--- config.mk ---
export PLATFORM = sky130hd
export DESIGN_NAME = alu_datapath_mc
export DESIGN_NICKNAME = d
export VERILOG_FILES = /design/src/rtl/alu_datapath_mc_pkg.sv /design/src/rtl/alu_datapath_mc_alu_core.sv /design/src/rtl/alu_datapath_mc.sv
export SDC_FILE = /design/constraint.sdc
export NUM_CORES = 1
export LEC_CHECK = 0
export ABC_AREA = 1
export CAP_MARGIN = 0
export CORE_UTILIZATION = 52
export DETAILED_ROUTE_END_ITERATION = 8
export GPL_TIMING_DRIVEN = 0
export MAX_ROUTING_LAYER = met4
export PLACE_DENSITY = 0.84
export SLEW_MARGIN = 20
export SYNTH_ARGS = -nofsm -noshare
export SYNTH_HDL_FRONTEND = slang
export SYNTH_SLANG_ARGS = --single-unit
--- constraint.sdc ---
create_clock -name clk -period 3.7 [get_ports clk]
set_input_delay 0.74 -clock clk [delete_from_list [all_inputs] [get_ports clk]]
set_output_delay 0.74 -clock clk [all_outputs]
set_load 0.005 [all_outputs]
--- src/rtl/alu_datapath_mc_pkg.sv ---
// alu_dp_pkg: shared encodings for the alu_datapath_mc slice.
//   - ALU op codes (OP_AND .. OP_SLT)
//   - srcB mux select encodings (SRCB_REG .. SRCB_IMM)
//   - control FSM state enum
//   - is_shift_op(): true for the codes handled by the iterative shifter
package alu_dp_pkg;

  localparam logic [2:0] OP_AND  = 3'b000;
  localparam logic [2:0] OP_OR   = 3'b001;
  localparam logic [2:0] OP_ADD  = 3'b010;
  localparam logic [2:0] OP_SLL  = 3'b011;
  localparam logic [2:0] OP_SRL  = 3'b100;
  localparam logic [2:0] OP_RSVD = 3'b101;
  localparam logic [2:0] OP_SUB  = 3'b110;
  localparam logic [2:0] OP_SLT  = 3'b111;

  localparam logic [1:0] SRCB_REG   = 2'b00;
  localparam logic [1:0] SRCB_INC   = 2'b01;
  localparam logic [1:0] SRCB_INSTR = 2'b10;
  localparam logic [1:0] SRCB_IMM   = 2'b11;

  typedef enum logic {
    ST_IDLE  = 1'b0,
    ST_SHIFT = 1'b1
  } state_e;

  function automatic logic is_shift_op(input logic [2:0] op);
    return (op == OP_SLL) || (op == OP_SRL);
  endfunction

endpackage

--- src/rtl/alu_datapath_mc_alu_core.sv ---
// alu_core: combinational single-cycle ALU (AND/OR/ADD/SUB/SLT) with zero flag.
// Shift codes and the reserved code produce 0 here; shifting lives in the top.
// Ports:
//   a, b  : operands (WIDTH)
//   op    : operation code (3)
//   y     : result (WIDTH), carry discarded
//   zero  : y == 0
module alu_core
  import alu_dp_pkg::*;
#(
  parameter int WIDTH = 8
) (
  input  logic [WIDTH-1:0] a,
  input  logic [WIDTH-1:0] b,
  input  logic [2:0]       op,
  output logic [WIDTH-1:0] y,
  output logic             zero
);

  logic [WIDTH-1:0] sum;
  logic [WIDTH-1:0] diff;
  logic             ovf;
  logic             slt;

  assign sum  = a + b;
  assign diff = a - b;
  // Signed overflow of A-B: operands differ in sign and the result sign
  // differs from A. The true sign of A-B is then diff MSB XOR overflow.
  assign ovf  = (a[WIDTH-1] ^ b[WIDTH-1]) & (diff[WIDTH-1] ^ a[WIDTH-1]);
  assign slt  = diff[WIDTH-1] ^ ovf;

  always_comb begin
    y = '0;
    case (op)
      OP_AND:  y = a & b;
      OP_OR:   y = a | b;
      OP_ADD:  y = sum;
      OP_SUB:  y = diff;
      OP_SLT:  y = {{(WIDTH-1){1'b0}}, slt};
      default: y = '0;
    endcase
  end

  assign zero = (y == '0);

endmodule

--- src/rtl/alu_datapath_mc.sv ---
// alu_datapath_mc: registered A/B operand capture with source muxes, a
// single-cycle ALU and an optional iterative shifter, reported through a
// start/busy/done handshake.
// Build option: define ALU_DP_SHIFT_EN to enable SLL/SRL via the SHIFT state;
// without it, shift codes complete in one cycle with result 0 and busy is 0.
// Ports:
//   clk, rst            : clock, asynchronous active-high reset
//   pc, rd1             : srcA sources (sel 0 / 1)
//   rd2, instr, imm     : srcB sources (sel 00 / 10 / 11 as imm<<IMM_SHIFT);
//                         sel 01 is the constant PC_INC
//   srca_sel, srcb_sel  : source selects
//   a_en, b_en          : load A / B registers from the muxes
//   alu_cntrl, start    : op code, sampled when start is high
//   busy, done          : multi-cycle in progress / one-cycle result pulse
//   alu_out, zero_out   : registered result and its zero flag
module alu_datapath_mc
  import alu_dp_pkg::*;
#(
  parameter int WIDTH     = 8,
  parameter int PC_INC    = 1,
  parameter int IMM_SHIFT = 2
) (
  input  logic             clk,
  input  logic             rst,
  input  logic [WIDTH-1:0] pc,
  input  logic [WIDTH-1:0] rd1,
  input  logic [WIDTH-1:0] rd2,
  input  logic [WIDTH-1:0] instr,
  input  logic [WIDTH-1:0] imm,
  input  logic             srca_sel,
  input  logic [1:0]       srcb_sel,
  input  logic             a_en,
  input  logic             b_en,
  input  logic [2:0]       alu_cntrl,
  input  logic             start,
  output logic             busy,
  output logic             done,
  output logic [WIDTH-1:0] alu_out,
  output logic             zero_out
);

  localparam int               SHAMT_W  = $clog2(WIDTH);
  localparam logic [WIDTH-1:0] PC_INC_W = WIDTH'(PC_INC);

  logic [WIDTH-1:0] srca_mux;
  logic [WIDTH-1:0] srcb_mux;
  logic [WIDTH-1:0] imm_sh;

  logic [WIDTH-1:0] a_q, a_d;
  logic [WIDTH-1:0] b_q, b_d;
  logic [WIDTH-1:0] alu_out_q, alu_out_d;
  logic             zero_q, zero_d;
  logic             done_q, done_d;

  logic [WIDTH-1:0] core_y;
  logic             core_zero;

  assign imm_sh   = imm << IMM_SHIFT;
  assign srca_mux = srca_sel ? rd1 : pc;

  always_comb begin
    srcb_mux = rd2;
    case (srcb_sel)
      SRCB_REG:   srcb_mux = rd2;
      SRCB_INC:   srcb_mux = PC_INC_W;
      SRCB_INSTR: srcb_mux = instr;
      SRCB_IMM:   srcb_mux = imm_sh;
      default:    srcb_mux = rd2;
    endcase
  end

  // The ALU sees register contents only, so a same-cycle a_en/start pair
  // operates on the previous A.
  alu_core #(.WIDTH(WIDTH)) u_core (
    .a    (a_q),
    .b    (b_q),
    .op   (alu_cntrl),
    .y    (core_y),
    .zero (core_zero)
  );

`ifdef ALU_DP_SHIFT_EN
  state_e               state_q, state_d;
  logic [WIDTH-1:0]     work_q, work_d;
  logic [SHAMT_W-1:0]   cnt_q, cnt_d;
  logic                 dir_q, dir_d;   // 1 = right (SRL)
  logic                 busy_q, busy_d;
  logic [SHAMT_W-1:0]   shamt;
  logic [WIDTH-1:0]     work_step;

  assign shamt     = b_q[SHAMT_W-1:0];
  assign work_step = dir_q ? (work_q >> 1) : (work_q << 1);
`endif

  always_comb begin
    a_d       = a_en ? srca_mux : a_q;
    b_d       = b_en ? srcb_mux : b_q;
    alu_out_d = alu_out_q;
    zero_d    = zero_q;
    done_d    = 1'b0;
`ifdef ALU_DP_SHIFT_EN
    state_d   = state_q;
    work_d    = work_q;
    cnt_d     = cnt_q;
    dir_d     = dir_q;
    busy_d    = busy_q;
    case (state_q)
      ST_IDLE: begin
        if (start) begin
          if (is_shift_op(alu_cntrl) && (shamt != '0)) begin
            // Snapshot A so later A reloads cannot disturb the shift.
            work_d  = a_q;
            cnt_d   = shamt;
            dir_d   = (alu_cntrl == OP_SRL);
            busy_d  = 1'b1;
            state_d = ST_SHIFT;
          end else if (is_shift_op(alu_cntrl)) begin
            alu_out_d = a_q;
            zero_d    = (a_q == '0);
            done_d    = 1'b1;
          end else begin
            alu_out_d = core_y;
            zero_d    = core_zero;
            done_d    = 1'b1;
          end
        end
      end
      ST_SHIFT: begin
        // start is deliberately ignored here; nothing is queued.
        work_d = work_step;
        cnt_d  = cnt_q - 1'b1;
        if (cnt_q == SHAMT_W'(1)) begin
          alu_out_d = work_step;
          zero_d    = (work_step == '0);
          done_d    = 1'b1;
          busy_d    = 1'b0;
          state_d   = ST_IDLE;
        end
      end
    endcase
`else
    // Shift codes fall through alu_core, which returns 0 for them.
    if (start) begin
      alu_out_d = core_y;
      zero_d    = core_zero;
      done_d    = 1'b1;
    end
`endif
  end

  always_ff @(posedge clk or posedge rst) begin
    if (rst) begin
      a_q       <= '0;
      b_q       <= '0;
      alu_out_q <= '0;
      zero_q    <= 1'b0;
      done_q    <= 1'b0;
`ifdef ALU_DP_SHIFT_EN
      state_q   <= ST_IDLE;
      work_q    <= '0;
      cnt_q     <= '0;
      dir_q     <= 1'b0;
      busy_q    <= 1'b0;
`endif
    end else begin
      a_q       <= a_d;
      b_q       <= b_d;
      alu_out_q <= alu_out_d;
      zero_q    <= zero_d;
      done_q    <= done_d;
`ifdef ALU_DP_SHIFT_EN
      state_q   <= state_d;
      work_q    <= work_d;
      cnt_q     <= cnt_d;
      dir_q     <= dir_d;
      busy_q    <= busy_d;
`endif
    end
  end

`ifdef ALU_DP_SHIFT_EN
  assign busy = busy_q;
`else
  assign busy = 1'b0;
`endif
  assign done     = done_q;
  assign alu_out  = alu_out_q;
  assign zero_out = zero_q;

endmodule

==> metrics <==
number of buffers inserted by hold repair at cts=0; endpoint class of the critical path=flop; part of the total power dissipated in the clock network=17.8%; M2 GR Usage=47.4%; mean routed wirelength per cell=12.6 um; Clk pin slew, worst setup/hold paths=0.09 ns; share of layout cells above drive strength 1=4.72%; IO Port Bufs=57; global route total overflow=0; count leader, synth=nand2_1; data arrival time of the critical path=2.96 ns; area delta synth->final=30.2%; number of inserted diodes=0; WP buf/inv=2; via total after detailed routing=2,226; number of violations of the max-capacitance limit=0; count of cells resized by post-cts repair=0; total negative setup slack=0 ns; fin. max-slew vios=0; combined global-route utilization of all metal layers=27.0%; post-route DRC violation count=0; number of different library cells in the post-synthesis netlist=29; H-tree levels=1; Post-Synthesis Net Count=398; Final Hold Viols=0; area of the core=4060 um2; final setup vio count=0; sequential share of the synthesized area=29.2%; number of global-route vias before repair=2,062; switching power share of the total=36.6%; clock buffer count from CTS=3; Mean Syn Cell Area=6.95 um2; met1 capacity usage during global routing=31.4%; relative slew slack=39.0%; Post-CTS Repair Setup Buffers=0; Static Leak=0.00144 uW; master of the slowest instance on the critical path=fa_1; top cells by instance count after synthesis=68 x nand2_1, 47 x inv_1, 38 x nand3_1, 36 x nor2_1, 26 x dfrtp_1; flip-flop and latch count after synthesis=26; width of the die=67.5 um; vertical die dimension=67.5 um; std cell rows=23; dominant register cell in the synthesized netlist=dfrtp_1; portion of total power attributed to combinational logic=44.9%; buffer depth of the longest clock path=2; Util after Layout=71.6%; Net Sw Power=337 uW; starting density of the core=55.0%; Power Dens Cells=317 nW/um2; Post-synth EDFFs=0; max frequency=0.364 GHz; CTS tree=done; CP max FO=9; skew final=0.00367 ns; CP startpoint kind=flop; pre-CTS worst setup slack=1.00 ns; antenna viol nets, final=0; dominant cell type by area after synthesis=dfrtp_1; violation count after the first detailed-routing iteration=140; cell count after synthesis=321; warnings from Yosys=0; clock tree root driver cell=clkbuf_8; pin count of the biggest net entering global routing=27; crit share post-route=74.2%; Detailed Route WL=5.44 mm; delay of the slowest cell on the worst path=0.42 ns; Top Family by Delay on Critical Path=simple AND/OR/NAND/NOR gates; number of detailed-route iterations in the first pass=4; actual slew at the worst max-slew pin=0.910 ns; Hold WC Path Type=reg2reg; synthesized cell area=2230 um2; cell internal pwr=583 uW; highest-utilization routing layer at the global route stage=met2; met3 usage=3.04%; clk sinks=26; outcome=complete, no violations; RSZ-0062 raised after global routing=false; share of the synthesized area in the top cell type=29.2%; minimum clock period after layout=2.75 ns; Top-Level Pins=62; Layout Nets=460; global-route wire length before repair=8.94 mm; Peak supply drop=0.160 mV; via density per instance=5.16; register share of total power=37.3%; HPWL after detailed placement=4.52 mm; die area=4560 um2; final weighted congestion in routability-driven placement=0.867; required arrival time at the worst endpoint=3.91 ns; list of cells traversed by the critical path=inv_1 -> ha_1 -> buf_2 -> nor2_1 -> nand3_1 -> nand3_1 -> nand2_1 -> nand2_1 -> a21oi_1 -> fa_1 -> nand2_1 -> nor2_1 -> nor2_1 -> nand4_1 -> nor2_1 -> nand3_1 -> nor2_1 -> nand2_1 -> nand2_1; total power consumption of the routed design=920 uW; number of antenna violations at the first check in global routing=0; ranking of synthesized cells by area=dfrtp_1 29%, ha_1 13%, nand2_1 11%, nand3_1 8.5%, inv_1 7.9%; asr flop ratio synth=100%; later-pin clock latency in the skew report=0.27 ns; final setup slack of the worst path=0.953 ns; WS Path Type=reg2reg
power by group through the flow:
stage | Clock (uW) | Combinational [uW] | Sequential, uW
2_1_floorplan | 0 | 255 | 347
3_3_place_gp | 0 | 397 | 347
3_5_place_dp | 0 | 408 | 350
4_1_cts | 165 | 411 | 344
5_1_grt | 177 | 467 | 349
6_report | 163 | 413 | 343
state kept, by name, indices dropped and copies added (netlist names):
signal,flops
a_q,8
alu_out,8
b_q,8
done,1
zero_out,1
cell usage in the layout (no fill, tap or decap), types with 4 or more instances in the layout:
| master | n |
|---|---|
| clkdlybuf4s50_1 | 57 |
| o22ai_1 | 9 |
| clkbuf_1 | 4 |
| nor2_1 | 36 |
| dfrtp_1 | 26 |
| a32oi_1 | 4 |
| nor2_2 | 4 |
| o21ai_0 | 16 |
| ha_1 | 23 |
| nand3_1 | 38 |
| a21oi_1 | 16 |
| inv_1 | 46 |
| nand3b_1 | 4 |
| nand2_1 | 68 |
path summary, 6_finish.rpt:
| kind | start | endpoint | slack, ns | depth (start not counted) |
|---|---|---|---|---|
| max | a_q[4]$_DFFE_PP0P_ | zero_out$_DFFE_PP0P_ | 0.95 | 19 |
| min reg2reg | alu_out[5]$_DFFE_PP0P_ | alu_out[5]$_DFFE_PP0P_ | 0.48 | 2 |
| min in group asynchronous | rst | done$_DFF_PP0_ | 0.86 | 2 |
| max reg2reg | a_q[4]$_DFFE_PP0P_ | zero_out$_DFFE_PP0P_ | 0.95 | 19 |
| min | alu_out[5]$_DFFE_PP0P_ | alu_out[5]$_DFFE_PP0P_ | 0.48 | 2 |
| max in group asynchronous | rst | b_q[4]$_DFFE_PP0P_ | 2.42 | 2 |
cells by family (layout without fill, tap and decap cells):
| logic type | Yosys count | in the layout | synth area share, % |
|---|---|---|---|
| compound gates | 52 | 52 | 13.6 |
| fa+ha+maj | 26 | 26 | 15.6 |
| buf+inv | 59 | 119 | 10.7 |
| flops | 26 | 26 | 29.2 |
| other cells | 1 | 1 | 0.168 |
| simple gates | 157 | 157 | 30.8 |
final cells by class:
cell class	instances	area, um2
timing repair buffer	57	571
tap	50	62.6
clock buffer	3	41.3
inverter	50	188
sequential	26	651
multi-input combinational	236	1340
fill	354	1150
buffer	9	50.0
metal layers:
layer,share of wire (%),routed length (um)
met3,4.2,227
met1,45,2430
met4,2.4,131
met2,49,2650
met5,0,0
worst register-to-register path, cell delays in order, from the launching register on:
cell and delay (ns):
dfrtp_1 0.39, inv_1 0.08, ha_1 0.28, buf_2 0.17, nor2_1 0.14, nand3_1 0.11
nand3_1 0.09, nand2_1 0.08, nand2_1 0.07, a21oi_1 0.08, fa_1 0.42, nand2_1 0.09
nor2_1 0.04, nor2_1 0.10, nand4_1 0.10, nor2_1 0.15, nand3_1 0.09, nor2_1 0.09
nand2_1 0.05, nand2_1 0.05
through the flow:
| stage | hold slack, ns | cells | instance area (um2) |
|---|---|---|---|
| floorplan | 0.472 | 321 | 2230 |
| global placement | 0.461 | 428 | 2860 |
| detailed placement | 0.466 | 428 | 2860 |
| CTS | 0.489 | 431 | 2910 |
| global route | 0.512 | 431 | 2910 |
| finish | 0.481 | 431 | 2910 |
Note: power is estimated with default switching activity, not from simulation.
